$ cat config.mk
export PLATFORM = sky130hd
export DESIGN_NAME = reg_file
export DESIGN_NICKNAME = d
export VERILOG_FILES = /design/src/rtl/cpu_pkg.sv /design/src/rtl/reg_file_read_port.sv /design/src/rtl/reg_file.sv
export SDC_FILE = /design/constraint.sdc
export NUM_CORES = 2
export LEC_CHECK = 0
export CELL_PAD_IN_SITES_DETAIL_PLACEMENT = 1
export CELL_PAD_IN_SITES_GLOBAL_PLACEMENT = 1
export CORE_MARGIN = 4
export CORE_UTILIZATION = 35
export DETAILED_ROUTE_END_ITERATION = 6
export PLACE_DENSITY_LB_ADDON = 0.1
export SLEW_MARGIN = 15
export SYNTH_ARGS = -nofsm -noshare
export SYNTH_HDL_FRONTEND = slang
export SYNTH_HIERARCHICAL = 1
export SYNTH_SLANG_ARGS = --single-unit
export TNS_END_PERCENT = 100
$ cat constraint.sdc
create_clock -name clk -period 9.7 [get_ports clk]
set_input_delay 1.94 -clock clk [delete_from_list [all_inputs] [get_ports clk]]
set_output_delay 1.94 -clock clk [all_outputs]
set_load 0.05 [all_outputs]
$ cat src/rtl/cpu_pkg.sv
`default_nettype none
// ============================================================================
// Module      : cpu_pkg
// Description : Shared constants and types for the single-cycle CPU datapath
//               (register file, ALU and decode stages).
//               DATA_W   - datapath / register width in bits
//               ADDR_W   - register address width
//               NUM_REGS - architectural register count (2**ADDR_W)
//               ZERO_REG - address of the hardwired-zero register
//               word_t   - one datapath word
// Revision    : 1.0 - initial release
// ============================================================================
package cpu_pkg;

    localparam int DATA_W   = 32;
    localparam int ADDR_W   = 5;
    localparam int NUM_REGS = 32;

    localparam logic [ADDR_W-1:0] ZERO_REG = 5'd0;

    typedef logic [DATA_W-1:0] word_t;

endpackage : cpu_pkg
`default_nettype wire

$ cat src/rtl/reg_file_read_port.sv
`default_nettype none
// ============================================================================
// Module      : reg_file_read_port
// Description : One combinational read port of the register file. Selects a
//               word out of the flattened register image, forces address 0
//               to zero and, when REGFILE_BYPASS_EN is defined, forwards the
//               in-flight write data on an address match.
// Ports       : i_addr  - read address
//               i_regs  - flattened register image, word k at [k*DATA_W +: DATA_W]
//               i_rst   - reset (suppresses forwarding)
//               i_we    - write enable of the write port
//               i_wa    - write address of the write port
//               i_wd    - write data of the write port
//               o_rdata - read data
// Macro       : REGFILE_BYPASS_EN - enables write-to-read forwarding
// Revision    : 1.0 - initial release
// ============================================================================
module reg_file_read_port
    import cpu_pkg::*;
#(
    parameter int DATA_W   = cpu_pkg::DATA_W,
    parameter int ADDR_W   = cpu_pkg::ADDR_W,
    parameter int NUM_REGS = cpu_pkg::NUM_REGS
) (
    input  logic [ADDR_W-1:0]          i_addr,
    input  logic [NUM_REGS*DATA_W-1:0] i_regs,
    input  logic                       i_rst,
    input  logic                       i_we,
    input  logic [ADDR_W-1:0]          i_wa,
    input  logic [DATA_W-1:0]          i_wd,
    output logic [DATA_W-1:0]          o_rdata
);

    localparam logic [ADDR_W-1:0] c_zero_addr = ADDR_W'(ZERO_REG);

    logic [DATA_W-1:0] w_stored;
    logic              w_is_zero;

    assign w_stored  = i_regs[i_addr*DATA_W +: DATA_W];
    assign w_is_zero = (i_addr == c_zero_addr);

`ifdef REGFILE_BYPASS_EN
    logic w_fwd;

    // Forward only a write that will actually land on this edge.
    assign w_fwd = i_we && !i_rst && (i_wa == i_addr) && !w_is_zero;

    always_comb begin
        o_rdata = w_stored;
        if (w_is_zero) begin
            o_rdata = '0;
        end else if (w_fwd) begin
            o_rdata = i_wd;
        end
    end
`else
    // Write-port inputs only matter for forwarding.
    logic w_unused;
    assign w_unused = &{1'b0, i_rst, i_we, i_wa, i_wd};

    always_comb begin
        o_rdata = w_stored;
        if (w_is_zero) begin
            o_rdata = '0;
        end
    end
`endif

endmodule : reg_file_read_port
`default_nettype wire

$ cat src/rtl/reg_file.sv
`default_nettype none
// ============================================================================
// Module      : reg_file
// Description : Architectural register file, 2 combinational read ports and
//               1 clocked write port. Register 0 is hardwired to zero.
// Ports       : clk   - system clock, rising-edge state updates
//               reset - synchronous active-high reset, clears regs 1..N-1
//               A1/A2 - read addresses
//               A3    - write address
//               WE3   - write enable
//               WD3   - write data
//               RD1   - read data port 1 (ALU SrcA)
//               RD2   - read data port 2 (SrcB mux)
// Macro       : REGFILE_BYPASS_EN - same-cycle write-to-read forwarding
// Revision    : 1.0 - initial release
// ============================================================================
module reg_file
    import cpu_pkg::*;
#(
    parameter int DATA_W   = cpu_pkg::DATA_W,
    parameter int ADDR_W   = cpu_pkg::ADDR_W,
    parameter int NUM_REGS = cpu_pkg::NUM_REGS
) (
    input  logic              clk,
    input  logic              reset,
    input  logic [ADDR_W-1:0] A1,
    input  logic [ADDR_W-1:0] A2,
    input  logic [ADDR_W-1:0] A3,
    input  logic              WE3,
    input  logic [DATA_W-1:0] WD3,
    output logic [DATA_W-1:0] RD1,
    output logic [DATA_W-1:0] RD2
);

    localparam logic [ADDR_W-1:0] c_zero_addr = ADDR_W'(ZERO_REG);

    if (NUM_REGS != (1 << ADDR_W)) begin : g_bad_cfg
        $error("reg_file: NUM_REGS must equal 2**ADDR_W");
    end

    // Register 0 has no storage; its slot in the read image is tied to zero.
    logic [DATA_W-1:0]          r_regs [NUM_REGS-1:1];
    logic [NUM_REGS*DATA_W-1:0] w_regs_flat;

    always_ff @(posedge clk) begin
        if (reset) begin
            for (int i = 1; i < NUM_REGS; i++) begin
                r_regs[i] <= '0;
            end
        end else if (WE3 && (A3 != c_zero_addr)) begin
            r_regs[A3] <= WD3;
        end
    end

    for (genvar gi = 0; gi < NUM_REGS; gi++) begin : g_flat
        if (gi == 0) begin : g_zero
            assign w_regs_flat[gi*DATA_W +: DATA_W] = '0;
        end else begin : g_reg
            assign w_regs_flat[gi*DATA_W +: DATA_W] = r_regs[gi];
        end
    end

    reg_file_read_port #(
        .DATA_W   (DATA_W),
        .ADDR_W   (ADDR_W),
        .NUM_REGS (NUM_REGS)
    ) u_rd1 (
        .i_addr  (A1),
        .i_regs  (w_regs_flat),
        .i_rst   (reset),
        .i_we    (WE3),
        .i_wa    (A3),
        .i_wd    (WD3),
        .o_rdata (RD1)
    );

    reg_file_read_port #(
        .DATA_W   (DATA_W),
        .ADDR_W   (ADDR_W),
        .NUM_REGS (NUM_REGS)
    ) u_rd2 (
        .i_addr  (A2),
        .i_regs  (w_regs_flat),
        .i_rst   (reset),
        .i_we    (WE3),
        .i_wa    (A3),
        .i_wd    (WD3),
        .o_rdata (RD2)
    );

endmodule : reg_file
`default_nettype wire

---- Word-level counts from Yosys, hierarchy flattened ----
Memories as Yosys holds them, arrays and structs flattened.
Cells that the tools add are included.
word-level totals
  bits in writable memories ............... 992
  memories kept ........................... 1
  bits of input ports ..................... 50
  output and inout bits ................... 64
  flip-flop bits (word level) ............. 0
cells by class
  reduce and logical (&&, ||, !) cells .... 5
  muxes and demuxes ....................... 10
  shift-type cells ........................ 2
memories
  memory  depth  bits a word  rd ports  clocked after Yosys merged registers in  write ports  line            RTL
  r_regs  31     32           31        0                                        31           reg_file.sv:42  logic [DATA_W-1:0] r_regs [NUM_REGS-1:1];
operator list
  cell                                                        count
  1024-bit by 11-bit variable part select with 32-bit output  2
  32-bit 2-to-1 mux                                           3
  32-bit OR reduction                                         1
  5-bit logical NOT                                           2
  1-bit 2-to-1 mux                                            6
  5-bit 2-to-1 mux                                            1
  5-bit nonzero test                                          1
  1-bit logical AND                                           1

---- Logic depth before layout (Yosys ltp) ----
  depth in word-level cells ............... 7
  gate-level depth with buffers ........... 7
  depth with buffers taken out ............ 4

---- Cells and area by module ----
The synthesis kept the hierarchy.
by module, submodules not included
  module              cells each  area each (um^2)  times used  seq. area each (um^2)
  reg_file            2,386       37,439.7          1           29,788.6
  reg_file_read_port  664         8,368.0           2           0.0

---- Least setup slack after synthesis ----
OpenSTA, ideal clock, no wires.
  path kind ............................... input to output
  from .................................... input port A1[0]
  to ...................................... output port RD1[14]
  path slack .............................. 3.557 ns
  required time ........................... 7.760 ns
  buffers on the path ..................... 4
  cell stages on the path ................. 7
  arrival ................................. 4.203 ns
  cells stage by stage .................... buf_4 > inv_2 > buf_4 > buf_4 > clkbuf_1 > o2111ai_1 > a311oi_1
between the ends
  cells in the longest elaborated chain, start to end .. 2
  elaborated cells on any way between the ends .. 3
RTL lines
  item                                                                                             line                                                RTL
  start, declared                                                                                  reg_file.sv:26                                      input logic [ADDR_W-1:0] A1,
  1024-bit by 11-bit variable part select with 32-bit output or 5-bit logical NOT (tied branches)  reg_file_read_port.sv:39, reg_file_read_port.sv:40
  32-bit 2-to-1 mux (*)                                                                            reg_file_read_port.sv:63                            if (w_is_zero) begin
  end, declared                                                                                    reg_file.sv:31                                      output logic [DATA_W-1:0] RD1,
Mark *: on every way between the ends. The rest lies on a longest branch, timed or not.

---- Final worst setup path ----
  from .................................... input port A2[0]
  to ...................................... output port RD2[14]
between the ends
  cells in the longest elaborated chain, start to end .. 2
  elaborated cells on any way between the ends .. 3
RTL lines
  item                                                                                             line                                                RTL
  start, declared                                                                                  reg_file.sv:27                                      input logic [ADDR_W-1:0] A2,
  1024-bit by 11-bit variable part select with 32-bit output or 5-bit logical NOT (tied branches)  reg_file_read_port.sv:39, reg_file_read_port.sv:40
  32-bit 2-to-1 mux (*)                                                                            reg_file_read_port.sv:63
  end, declared                                                                                    reg_file.sv:32                                      output logic [DATA_W-1:0] RD2
Marked as above.

==> run metrics <==
vias in the first global route=39080; initial drt markers=3583; first-pass GRT wire length=310.2 mm; Worst Hold Class=in -> reg; Max Root-Sink Buffers=3; leakage=17.75 nW; P&R area growth vs syn=11.44%; Die X=401.4 um; Post-CTS Setup Inserts=0; crit path kind=in -> out; Post-Syn Instances=3714; Routed wire per std cell=38.18 um; pwr/cell area=181.4 nW/um2; Die Area=161100 um2; core box area=153900 um2; status=complete, no violations; Initial Util=35.21%; Clock Root Buffer=clkbuf_16; layout cells sized above 1=26.85%; Clock H-tree levels=3; nature of the critical path startpoint=input pin; required time of the critical path=7.76 ns; fillers=15470; Yosys top cell area share=54.99%; Port Buf Inserts=113; final setup fails=0; unrepaired setup endpoints after global routing=no; Final period util=83.54%; # rows=144; HPWL Detailed=132.6 mm; post-synthesis sequential area ratio=54.99%; Vias/cell=6.402; largest registers=r_regs: 992 flops; fin crit period=8.104 ns; FFs w/ async S/R, synth=0%; Biggest register=r_regs; Final Hold Viols=0; Largest register FFs=992; Slew Limit Fails=0; Ports=114; Max Clk Rate=123.4 MHz; GRT Total Usage=26.87%; worst-path maximum fanout=44; worst relative slew slack=7.358%; DRT antenna net count=0; grt total ovfl=0; antenna violations before repair=6; TritonCTS clock tree=yes; final net count=3685; Die H=401.4 um; Worst VDD drop=140.6 uV; Final WS setup=1.596 ns; yosys warns=6; Util after Layout=39.24%; clock buffer count from CTS=117; top post-synthesis cells by count=992 x edfxtp_1, 718 x nor3_1, 448 x mux4_2, 227 x clkbuf_1, 146 x nor3_2; number of flops mapped to enable cells by yosys=992; drt pass-1 iters=5; clock sinks=992; routability cong.=0.8822; ys flop type=edfxtp_1; critical path endpoint category=output port; Avg Cell Area, Syn=14.59 um2; Distinct cells, synth=46; count leader, synth=edfxtp_1; DRC errors left=0; Data arrival, critical path=6.16 ns; largest cells by area after synthesis=edfxtp_1 55%, mux4_2 19%, nor3_1 6.6%, nor3_2 2.7%, mux2i_1 2.4%; cts hold-fix bufs=0; Vias=36920; Max-Cap Viols=0; Total Wirelength=220.2 mm; Worst Tran Pin Value=1.380 ns; leading area contributor after synthesis=edfxtp_1; Cell Area, Synth=54180 um2; clock-pin slew on the worst setup and hold paths=0.06 ns; Place WS=1.794 ns; CTS resizes=0; Fin Setup TNS=0 ns; synthesis-stage register bit count=992; largest net degree at the start of global routing=133
-- kinds of logic after synthesis --
family,count (synthesis),synth area share (%)
buffers and inverters,527,5.150
DFF,992,54.99
other,1,0.006922
AOI/OAI and AO/OA,399,5.367
and+or+nand+nor,1155,12.17
muxes,640,22.32
-- worst max-delay path: stages --
cell	delay, ns
buf_6	0.52
inv_4	0.43
nor2_1	0.89
a22oi_1	0.18
a311oi_1	1.08
clkdlybuf4s50_1	1.01
-- power by group --
group	switching (W)	internal [W]
Sequential	0.000116	0.00495
Clock	0.00183	0.00235
Combinational	0.00113	0.000575
-- layout by cell type, fill, tap and decap left out, types with 6 or more instances in the layout --
cell / n
buf_2: 7
clkinv_1: 59
a221oi_1: 48
mux2i_1: 128
o21ai_1: 106
nand2_1: 32
nor3_1: 718
edfxtp_1: 992
clkinv_2: 17
o2111ai_1: 16
a311oi_1: 59
clkdlybuf4s50_1: 100
mux4_2: 448
nor2b_1: 64
o21bai_4: 25
a22oi_1: 64
mux2_2: 64
clkbuf_16: 119
nor3_2: 146
clkbuf_1: 31
buf_4: 107
buf_12: 12
nor2_1: 132
a211oi_1: 64
nand4b_1: 33
conb_1: 64
a21o_2: 6
-- per-stage QoR --
stage / cells / power [W] / cell area [um2] / hold slack [ns]
after floorplan: 3777 / 0.006144 / 54410 / 2.273
after global placement: 5560 / 0.006818 / 56870 / 2.776
after detailed placement: 5560 / 0.006857 / 56870 / 2.786
after CTS: 5765 / 0.01102 / 60360 / 1.990
after global routing: 5765 / 0.01127 / 60370 / 2.039
final: 5767 / 0.01095 / 60380 / 2.044
-- cell type report --
cell class / count / area (um2) / area share [%]
Sequential cell: 992 / 29790 / 49.34
Multi-Input combinational cell: 2258 / 22240 / 36.83
Clock buffer: 150 / 3094 / 5.125
Tap cell: 2044 / 2557 / 4.236
Timing Repair Buffer: 232 / 2162 / 3.581
Clock inverter: 55 / 396.6 / 0.6569
Inverter: 34 / 133.9 / 0.2217
Antenna cell: 2 / 5.005 / 0.008289
-- final timing paths --
check / startpoint / to / cells past startpoint
worst max-delay path: A2[0] / RD2[14] / 6
worst min-delay path: WD3[22] / r_regs[14][22] / 3
-- routing by layer --
metal / track usage, % / vias up / part of all wire [%]
li1: - / 14890 / -
met1: 35.25 / 20160 / 40
met2: 45.00 / 1528 / 49
met3: 3.957 / 343 / 5.9
met4: 10.58 / 0 / 4.5
met5: 0 / - / 0
Power figures use the tool's default switching activity.
